==> src/rtl/fabm_pkg.sv <==
// Shared constants and helpers for the FABM multiplier back-end blocks.
package fabm_pkg;

  localparam int unsigned PROD_W    = 22;
  localparam int unsigned PROD_LSB  = 10;
  localparam int unsigned LEN_DEF   = 16;
  localparam int unsigned ACC_W_DEF = 40;

  function automatic int unsigned clog2(input int unsigned v);
    int unsigned r;
    r = 0;
    for (int unsigned n = 1; n < v; n = n << 1) begin
      r++;
    end
    return r;
  endfunction

endpackage

==> src/rtl/fabm_acc_add.sv <==
// Sign-extending accumulate adder with two's-complement overflow detect.
module fabm_acc_add
  import fabm_pkg::*;
#(
  parameter int unsigned ACC_W = ACC_W_DEF
) (
  input  logic [ACC_W-1:0]  acc_i,
  input  logic [PROD_W-1:0] prod_i,
  output logic [ACC_W-1:0]  sum_o,
  output logic              ovf_o
);

  logic [ACC_W-1:0] ext;

  assign ext   = ACC_W'($signed(prod_i));
  assign sum_o = acc_i + ext;
  // Overflow only when both operands share a sign that the sum does not.
  assign ovf_o = (acc_i[ACC_W-1] == ext[ACC_W-1]) && (sum_o[ACC_W-1] != acc_i[ACC_W-1]);

endmodule

==> src/rtl/fabm_prod_accum.sv <==
// Frame accumulator for FABM products: input register, LEN-product sum,
// single-entry result buffer with valid/ready handoff.
module fabm_prod_accum
  import fabm_pkg::*;
#(
  parameter int unsigned LEN   = LEN_DEF,
  parameter int unsigned ACC_W = ACC_W_DEF
) (
  input  logic              clk,
  input  logic              rst_n,
  input  logic              in_valid,
  output logic              in_ready,
  input  logic [PROD_W-1:0] in_prod,
  input  logic              in_clear,
  output logic              out_valid,
  input  logic              out_ready,
  output logic [ACC_W-1:0]  out_acc,
  output logic              out_ovf
);

  localparam int unsigned     CNT_W    = clog2(LEN);
  localparam logic [CNT_W-1:0] CNT_LAST = CNT_W'(LEN - 1);

  logic              prod_v_q, prod_v_d;
  logic [PROD_W-1:0] prod_q, prod_d;
  logic [ACC_W-1:0]  acc_q, acc_d;
  logic              ovf_acc_q, ovf_acc_d;
  logic [CNT_W-1:0]  cnt_q, cnt_d;
  logic              out_valid_q, out_valid_d;
  logic [ACC_W-1:0]  out_acc_q, out_acc_d;
  logic              out_ovf_q, out_ovf_d;

  logic [ACC_W-1:0]  sum;
  logic              add_ovf;
  logic              last, stall, add_en;

  fabm_acc_add #(.ACC_W(ACC_W)) u_add (
    .acc_i  (acc_q),
    .prod_i (prod_q),
    .sum_o  (sum),
    .ovf_o  (add_ovf)
  );

  assign last     = (cnt_q == CNT_LAST);
  assign stall    = prod_v_q && last && out_valid_q && !out_ready;
  assign add_en   = prod_v_q && !stall;
  assign in_ready = in_clear || !stall;

  assign out_valid = out_valid_q;
  assign out_acc   = out_acc_q;
  assign out_ovf   = out_ovf_q;

  always_comb begin
    prod_v_d    = prod_v_q;
    prod_d      = prod_q;
    acc_d       = acc_q;
    ovf_acc_d   = ovf_acc_q;
    cnt_d       = cnt_q;
    out_valid_d = out_valid_q;
    out_acc_d   = out_acc_q;
    out_ovf_d   = out_ovf_q;

    if (out_valid_q && out_ready) begin
      out_valid_d = 1'b0;
    end

    if (in_clear) begin
      prod_v_d  = 1'b0;
      acc_d     = '0;
      ovf_acc_d = 1'b0;
      cnt_d     = '0;
    end else begin
      if (in_valid && in_ready) begin
        prod_d   = in_prod;
        prod_v_d = 1'b1;
      end else if (!stall) begin
        prod_v_d = 1'b0;
      end

      if (add_en) begin
        if (last) begin
          // A completing frame overrides the handoff clear so nothing is lost.
          out_acc_d   = sum;
          out_ovf_d   = ovf_acc_q | add_ovf;
          out_valid_d = 1'b1;
          acc_d       = '0;
          ovf_acc_d   = 1'b0;
          cnt_d       = '0;
        end else begin
          acc_d     = sum;
          ovf_acc_d = ovf_acc_q | add_ovf;
          cnt_d     = cnt_q + CNT_W'(1);
        end
      end
    end
  end

  always_ff @(posedge clk or negedge rst_n) begin
    if (!rst_n) begin
      prod_v_q    <= 1'b0;
      prod_q      <= '0;
      acc_q       <= '0;
      ovf_acc_q   <= 1'b0;
      cnt_q       <= '0;
      out_valid_q <= 1'b0;
      out_acc_q   <= '0;
      out_ovf_q   <= 1'b0;
    end else begin
      prod_v_q    <= prod_v_d;
      prod_q      <= prod_d;
      acc_q       <= acc_d;
      ovf_acc_q   <= ovf_acc_d;
      cnt_q       <= cnt_d;
      out_valid_q <= out_valid_d;
      out_acc_q   <= out_acc_d;
      out_ovf_q   <= out_ovf_d;
    end
  end

endmodule

==> config.mk <==
export PLATFORM = sky130hd
export DESIGN_NAME = fabm_prod_accum
export DESIGN_NICKNAME = d
export VERILOG_FILES = /design/src/rtl/fabm_pkg.sv /design/src/rtl/fabm_acc_add.sv /design/src/rtl/fabm_prod_accum.sv
export SDC_FILE = /design/constraint.sdc
export NUM_CORES = 1
export LEC_CHECK = 0
export ABC_AREA = 1
export BUFFER_PORTS_ARGS = -buffer_cell sky130_fd_sc_hd__clkbuf_2
export CAP_MARGIN = 15
export CORE_ASPECT_RATIO = 1.2
export CORE_MARGIN = 10
export CORE_UTILIZATION = 57
export CTS_CLUSTER_SIZE = 16
export DETAILED_ROUTE_END_ITERATION = 8
export PLACE_DENSITY = 0.74
export SKIP_CTS_REPAIR_TIMING = 1
export SYNTH_ARGS = -nofsm -noshare
export SYNTH_HDL_FRONTEND = slang
export SYNTH_SLANG_ARGS = --single-unit
==> constraint.sdc <==
create_clock -name clk -period 2.6 [get_ports clk]
set_input_delay 0.78 -clock clk [delete_from_list [all_inputs] [get_ports clk]]
set_output_delay 0.78 -clock clk [all_outputs]
set_load 0.05 [all_outputs]
# After elaboration in Yosys (flattened, before gate mapping)
# Cells that the tools add are included.
[op_classes]
n_addsub = 2
eq_ne = 4
n_mux = 16
bitwise_logic = 2
reduce_logical = 13
[ops]
columns = ["op", "n"]
rows = [
  ["$mux W40", 3],
  ["$add A40 B40 Y40", 1],
  ["$mux W4", 3],
  ["$mux W1", 10],
  ["$logic_and A1 B1 Y1", 7],
  ["$add A4 B1 Y4 const B", 1],
  ["$eq A4 B4 Y1 const B", 1],
  ["$ne A3 B2 Y1 const B", 1],
  ["$reduce_and A3 Y1", 1],
  ["$logic_not A1 Y1", 2],
  ["$reduce_and A2 Y1", 1],
  ["$reduce_bool A2 Y1", 1],
  ["$eq A1 B1 Y1", 1],
  ["$logic_or A1 B1 Y1", 1],
  ["$ne A1 B1 Y1", 1],
  ["$not A1 Y1", 1],
  ["$or A1 B1 Y1", 1],
]
[totals]
regBits = 110
in_bits = 27
output_inout_bits = 43
elab_cells = 45

# Longest topological paths before layout
[depth]
ltp_word = 9
ltp_mapped = 15
depth_no_buf = 15

# Modules after synthesis
# A second synthesis with hierarchy kept.
[unflattened]
hier_cells = 1108
hier_area_um2 = 7611.0
[by_module_without_submodules]
columns = ["mod", "instances", "cells_per_inst", "area_per_inst_um2", "seq_area_each_um2"]
rows = [
  ["fabm_prod_accum", 1, 492, 4591.9, 2752.6],
  ["fabm_acc_add", 1, 616, 3019.1, 0.0],
]

# Least setup slack after synthesis
# Ideal clock, no wire load.
[synth_path]
path_kind = "input-to-reg"
startpoint = "input port out_ready"
endpoint = "register prod_q[10]"
setup_time_ps = 125
arrival_ps = 2323
required_ps = 2475
slack_ps = 153
stages = 5
path_buffers = 1
cell_sequence = "nor2_1 > nand3_1 > nand3_2 > buf_6 > mux2_2"
[synth_via]
elab_chain_len = 6
[synth_lines]
columns = ["item", "line", "rtl"]
rows = [
  ["from (decl)", "fabm_prod_accum.sv:16", "input logic out_ready,"],
  ["$logic_not A1 Y1", "fabm_prod_accum.sv:45", "assign stall = prod_v_q && last && out_valid_q && !out_ready;"],
  ["$logic_and A1 B1 Y1", "fabm_prod_accum.sv:45", ""],
  ["$logic_not A1 Y1", "n/a", ""],
  ["$logic_or A1 B1 Y1", "fabm_prod_accum.sv:47", "assign in_ready = in_clear || !stall;"],
  ["via in_ready", "fabm_prod_accum.sv:12", "output logic in_ready,"],
  ["$logic_and A1 B1 Y1", "fabm_prod_accum.sv:73", "if (in_valid && in_ready) begin"],
  ["$reduce_and A2 Y1 (no source line)", "n/a", ""],
  ["to (signal assigned)", "fabm_prod_accum.sv:110", "prod_q <= prod_d;"],
  ["to (decl)", "fabm_prod_accum.sv:25", "logic [PROD_W-1:0] prod_q, prod_d;"],
]
# The timed path passes the listed nets, and every way through them passes these cells.
# A chain may end at the register's enable or synchronous reset.

# Final worst setup path
[layout_path]
startpoint = "register cnt_q[0]"
endpoint = "output port in_ready"
[layout_via]
elab_chain_len = 6
[layout_lines]
columns = ["item", "line", "rtl"]
rows = [
  ["from (decl)", "fabm_prod_accum.sv:28", "logic [CNT_W-1:0] cnt_q, cnt_d;"],
  ["from (signal assigned)", "fabm_prod_accum.sv:113", "cnt_q <= cnt_d;"],
  ["$eq A4 B4 Y1", "fabm_prod_accum.sv:44", "assign last = (cnt_q == CNT_LAST);"],
  ["$logic_and A1 B1 Y1 (3 in a row)", "fabm_prod_accum.sv:45", ""],
  ["$logic_not A1 Y1", "n/a", ""],
  ["$logic_or A1 B1 Y1", "fabm_prod_accum.sv:47", ""],
  ["to (decl)", "fabm_prod_accum.sv:12", ""],
]
# No other way between the ends.

==> impl_metrics.py <==
metrics = {
    "run_status": {
        "outcome": "finished clean",
    },
    "synth": {
        "synth.distinct_cells": 38,
        "synth_seq_cells": 110,
        "synth-simple-area-share_pct": 32.3,
        "synth_compound_area_share_pct": 9.28,
        "synth_top_family_by_area": "simple AND/OR/NAND/NOR gates",
        "synthXorXnorAreaFrac_pct": 1.89,
        "synth-async-reset-ratio_pct": 100,
        "syn_inst": 929,
        "synth_fa_ha_area_share_pct": 7.49,
        "synth_edf_count": 0,
        "synth_warnings": 0,
        "synth_area_um2": 6950,
        "syn_area_per_cell_um2": 7.48,
        "seq_area_frac_synth_pct": 39.6,
        "synthMuxAreaShare_pct": 3.40,
        "synth_top_flop_cell": "dfrtp_1",
        "synth.net_count": 997,
    },
    "place": {
        "dpl_cell_area_um2": 7500,
        "dpl.hpwl_mm": 13.7,
        "io_buffers": 69,
        "place_congestion": 0.984,
    },
    "sta": {
        "worst_pin_slew_ns": 0.821,
        "period_needed_ns": 2.36,
        "skew_ns": 0.00551,
        "hold-worst-slack_ns": 0.376,
        "setup_viol": 0,
        "setup_tns_ns": 0,
        "grt_setup_unrepaired": "false",
        "slew_violations": 0,
        "relSlewSlack_pct": 45.2,
        "period_share_pct": 90.9,
        "hold_viol": 0,
        "fmax_mhz": 423,
    },
    "critical_path": {
        "max_stage_delay_ns": 0.39,
        "crit_fanout": 4,
        "cp.required_ns": 1.82,
        "timing.setup.critical_path_class": "reg -> out",
        "end_kind": "output port",
        "slowest_stage": "dfrtp_1",
        "crit_path_cell_trace": "ha_1, inv_1, nor3_4, nand3_1, clkbuf_2",
        "cp.arrival_ns": 1.58,
        "startpoint_type": "flip-flop",
    },
    "power": {
        "p_per_area_nw_per_um2": 604,
        "power.leakage_nw": 4.33,
        "power.total_w": 0.00470,
        "max-vdd-ir-drop_mv": 0.441,
    },
    "routing": {
        "firstDrtPassIters": 7,
        "postRouteAntennaNets": 0,
        "wire_per_inst_um": 15.0,
        "via_per_inst": 5.36,
        "drt-initial-drc-count": 382,
        "drc": 0,
        "wl_mm": 17.5,
        "vias": 6266,
    },
    "grt": {
        "grt.overflow.total": 0,
        "grt_antenna_before_repair": 0,
        "track_usage_pct": 21.1,
        "grt_max_degree": 48,
        "grt_pass1_vias": 6235,
        "grt_pass1_wl_mm": 29.4,
    },
    "cts": {
        "clk_pin_slew_worst_paths_ns": 0.07,
        "cts_buffers": 9,
        "root_buffer": "clkbuf_16",
        "cts_tree": "built",
        "clock_sink_count": 110,
        "htree_levels": 3,
        "clk_latency_ns": 0.36,
        "clockBufferDepth": 2,
    },
    "layout": {
        "seqCellArea_um2": 2750,
        "final_cell_mix": "354 x nand2_1, 110 x dfrtp_1, 75 x inv_1, 73 x nor2_1",
        "layout_commonest_cell": "nand2_1",
        "fin_area_um2": 7790,
        "area_growth_pct": 12.2,
        "drive_above_1_share_pct": 13.9,
        "fillCellCount": 1160,
        "multi_input_area_um2": 3780,
        "fin_nets": 1070,
        "diodes": 0,
    },
    "floorplan": {
        "die_w_um": 121,
        "rows": 44,
        "die_y_um": 141,
        "dieArea_um2": 17000,
        "ioPinCount": 70,
        "core_um2": 12000,
        "start_util_pct": 57.9,
    },
    "min_path": {
        "hp-class": "in -> async",
    },
    "flow_run": {
        "max-cap-violations": 0,
    },
}
[sequential cells by signal (all words and copies together), names as in the netlist]
signal and cells:
acc_q 40, out_acc 40, prod_q 22, cnt_q 4, out_ovf 1, out_valid 1
ovf_acc_q 1, prod_v_q 1
[through the flow]
stage / cells / utilization, % / setup WS [ns]
6_report: 1168 / 64.9 / 0.237
5_1_grt: 1168 / 64.9 / 0.134
3_5_place_dp: 1152 / 62.5 / 0.299
3_3_place_gp: 1152 / 62.5 / 0.325
4_1_cts: 1168 / 64.9 / 0.230
2_1_floorplan: 929 / - / 0.153
[routing by layer]
metal  global-route usage (%)  routed length [um]  up-vias
li1                         -                   -     3181
met1                     25.7                7610     2924
met2                     36.8                8820      135
met3                     3.44                 735       26
met4                     7.00                 305        0
met5                        0                   0        -
[worst paths after layout]
kind / startpoint / cells after the start / slack, ns / endpoint
worst max-delay path: cnt_q[0]$_DFFE_PN0P_ / 5 / 0.24 / in_ready
worst min-delay path: rst_n / 1 / 0.38 / acc_q[38]$_DFFE_PN0P_
worst max register to register: prod_q[21]$_DFFE_PN0P_ / 11 / 0.35 / ovf_acc_q$_DFFE_PN0P_
worst min register to register: out_acc[39]$_DFFE_PN0P_ / 2 / 0.48 / out_acc[39]$_DFFE_PN0P_
max in group asynchronous: rst_n / 2 / 1.66 / acc_q[18]$_DFFE_PN0P_
min in group clk: out_acc[39]$_DFFE_PN0P_ / 2 / 0.48 / out_acc[39]$_DFFE_PN0P_
[worst max-delay path, delay by kind of cell, from the launching register on]
| family | cells | cell delay [ns] |
|---|---|---|
| buffers and inverters | 2 | 0.33 |
| adder cells (fa/ha/maj) | 1 | 0.18 |
| flip-flops | 1 | 0.39 |
| AND/OR/NAND/NOR | 2 | 0.32 |
[cell usage after synthesis (all sizes together), types with 10 or more instances]
library cell,count,area share [%]
o21bai,10,1.1
dfrtp,110,40
nor2,78,4.5
o21ai,34,2.6
mux2,21,3.4
nand3,72,5.5
nand4,10,0.90
buf,15,1.6
inv,79,4.3
a21oi,47,3.5
ha,40,7.2
nand2,357,19
[logic make-up (layout without fill, tap and decap cells)]
| family | Yosys count | after routing |
|---|---|---|
| compound gates | 109 | 109 |
| xor+xnor | 15 | 15 |
| fa+ha+maj | 41 | 41 |
| buf+inv | 96 | 174 |
| flops | 110 | 110 |
| mux | 21 | 21 |
| simple gates | 537 | 537 |
[where the power goes]
part           internal [W]  leakage, nW  switching (W)
clock network      0.000713        0.144       0.000650
registers           0.00183         1.47      0.0000760
logic              0.000503         2.72       0.000935
total               0.00304         4.33        0.00166
[layout make-up]
cell class | instances | area share (%)
Clock buffer | 11 | 3.24
Clock inverter | 5 | 0.530
Inverter | 79 | 3.80
Multi-Input combinational cell | 723 | 48.5
Sequential cell | 110 | 35.3
Tap cell | 161 | 2.58
Timing Repair Buffer | 79 | 6.07
Note: power is estimated with default switching activity, not from simulation.
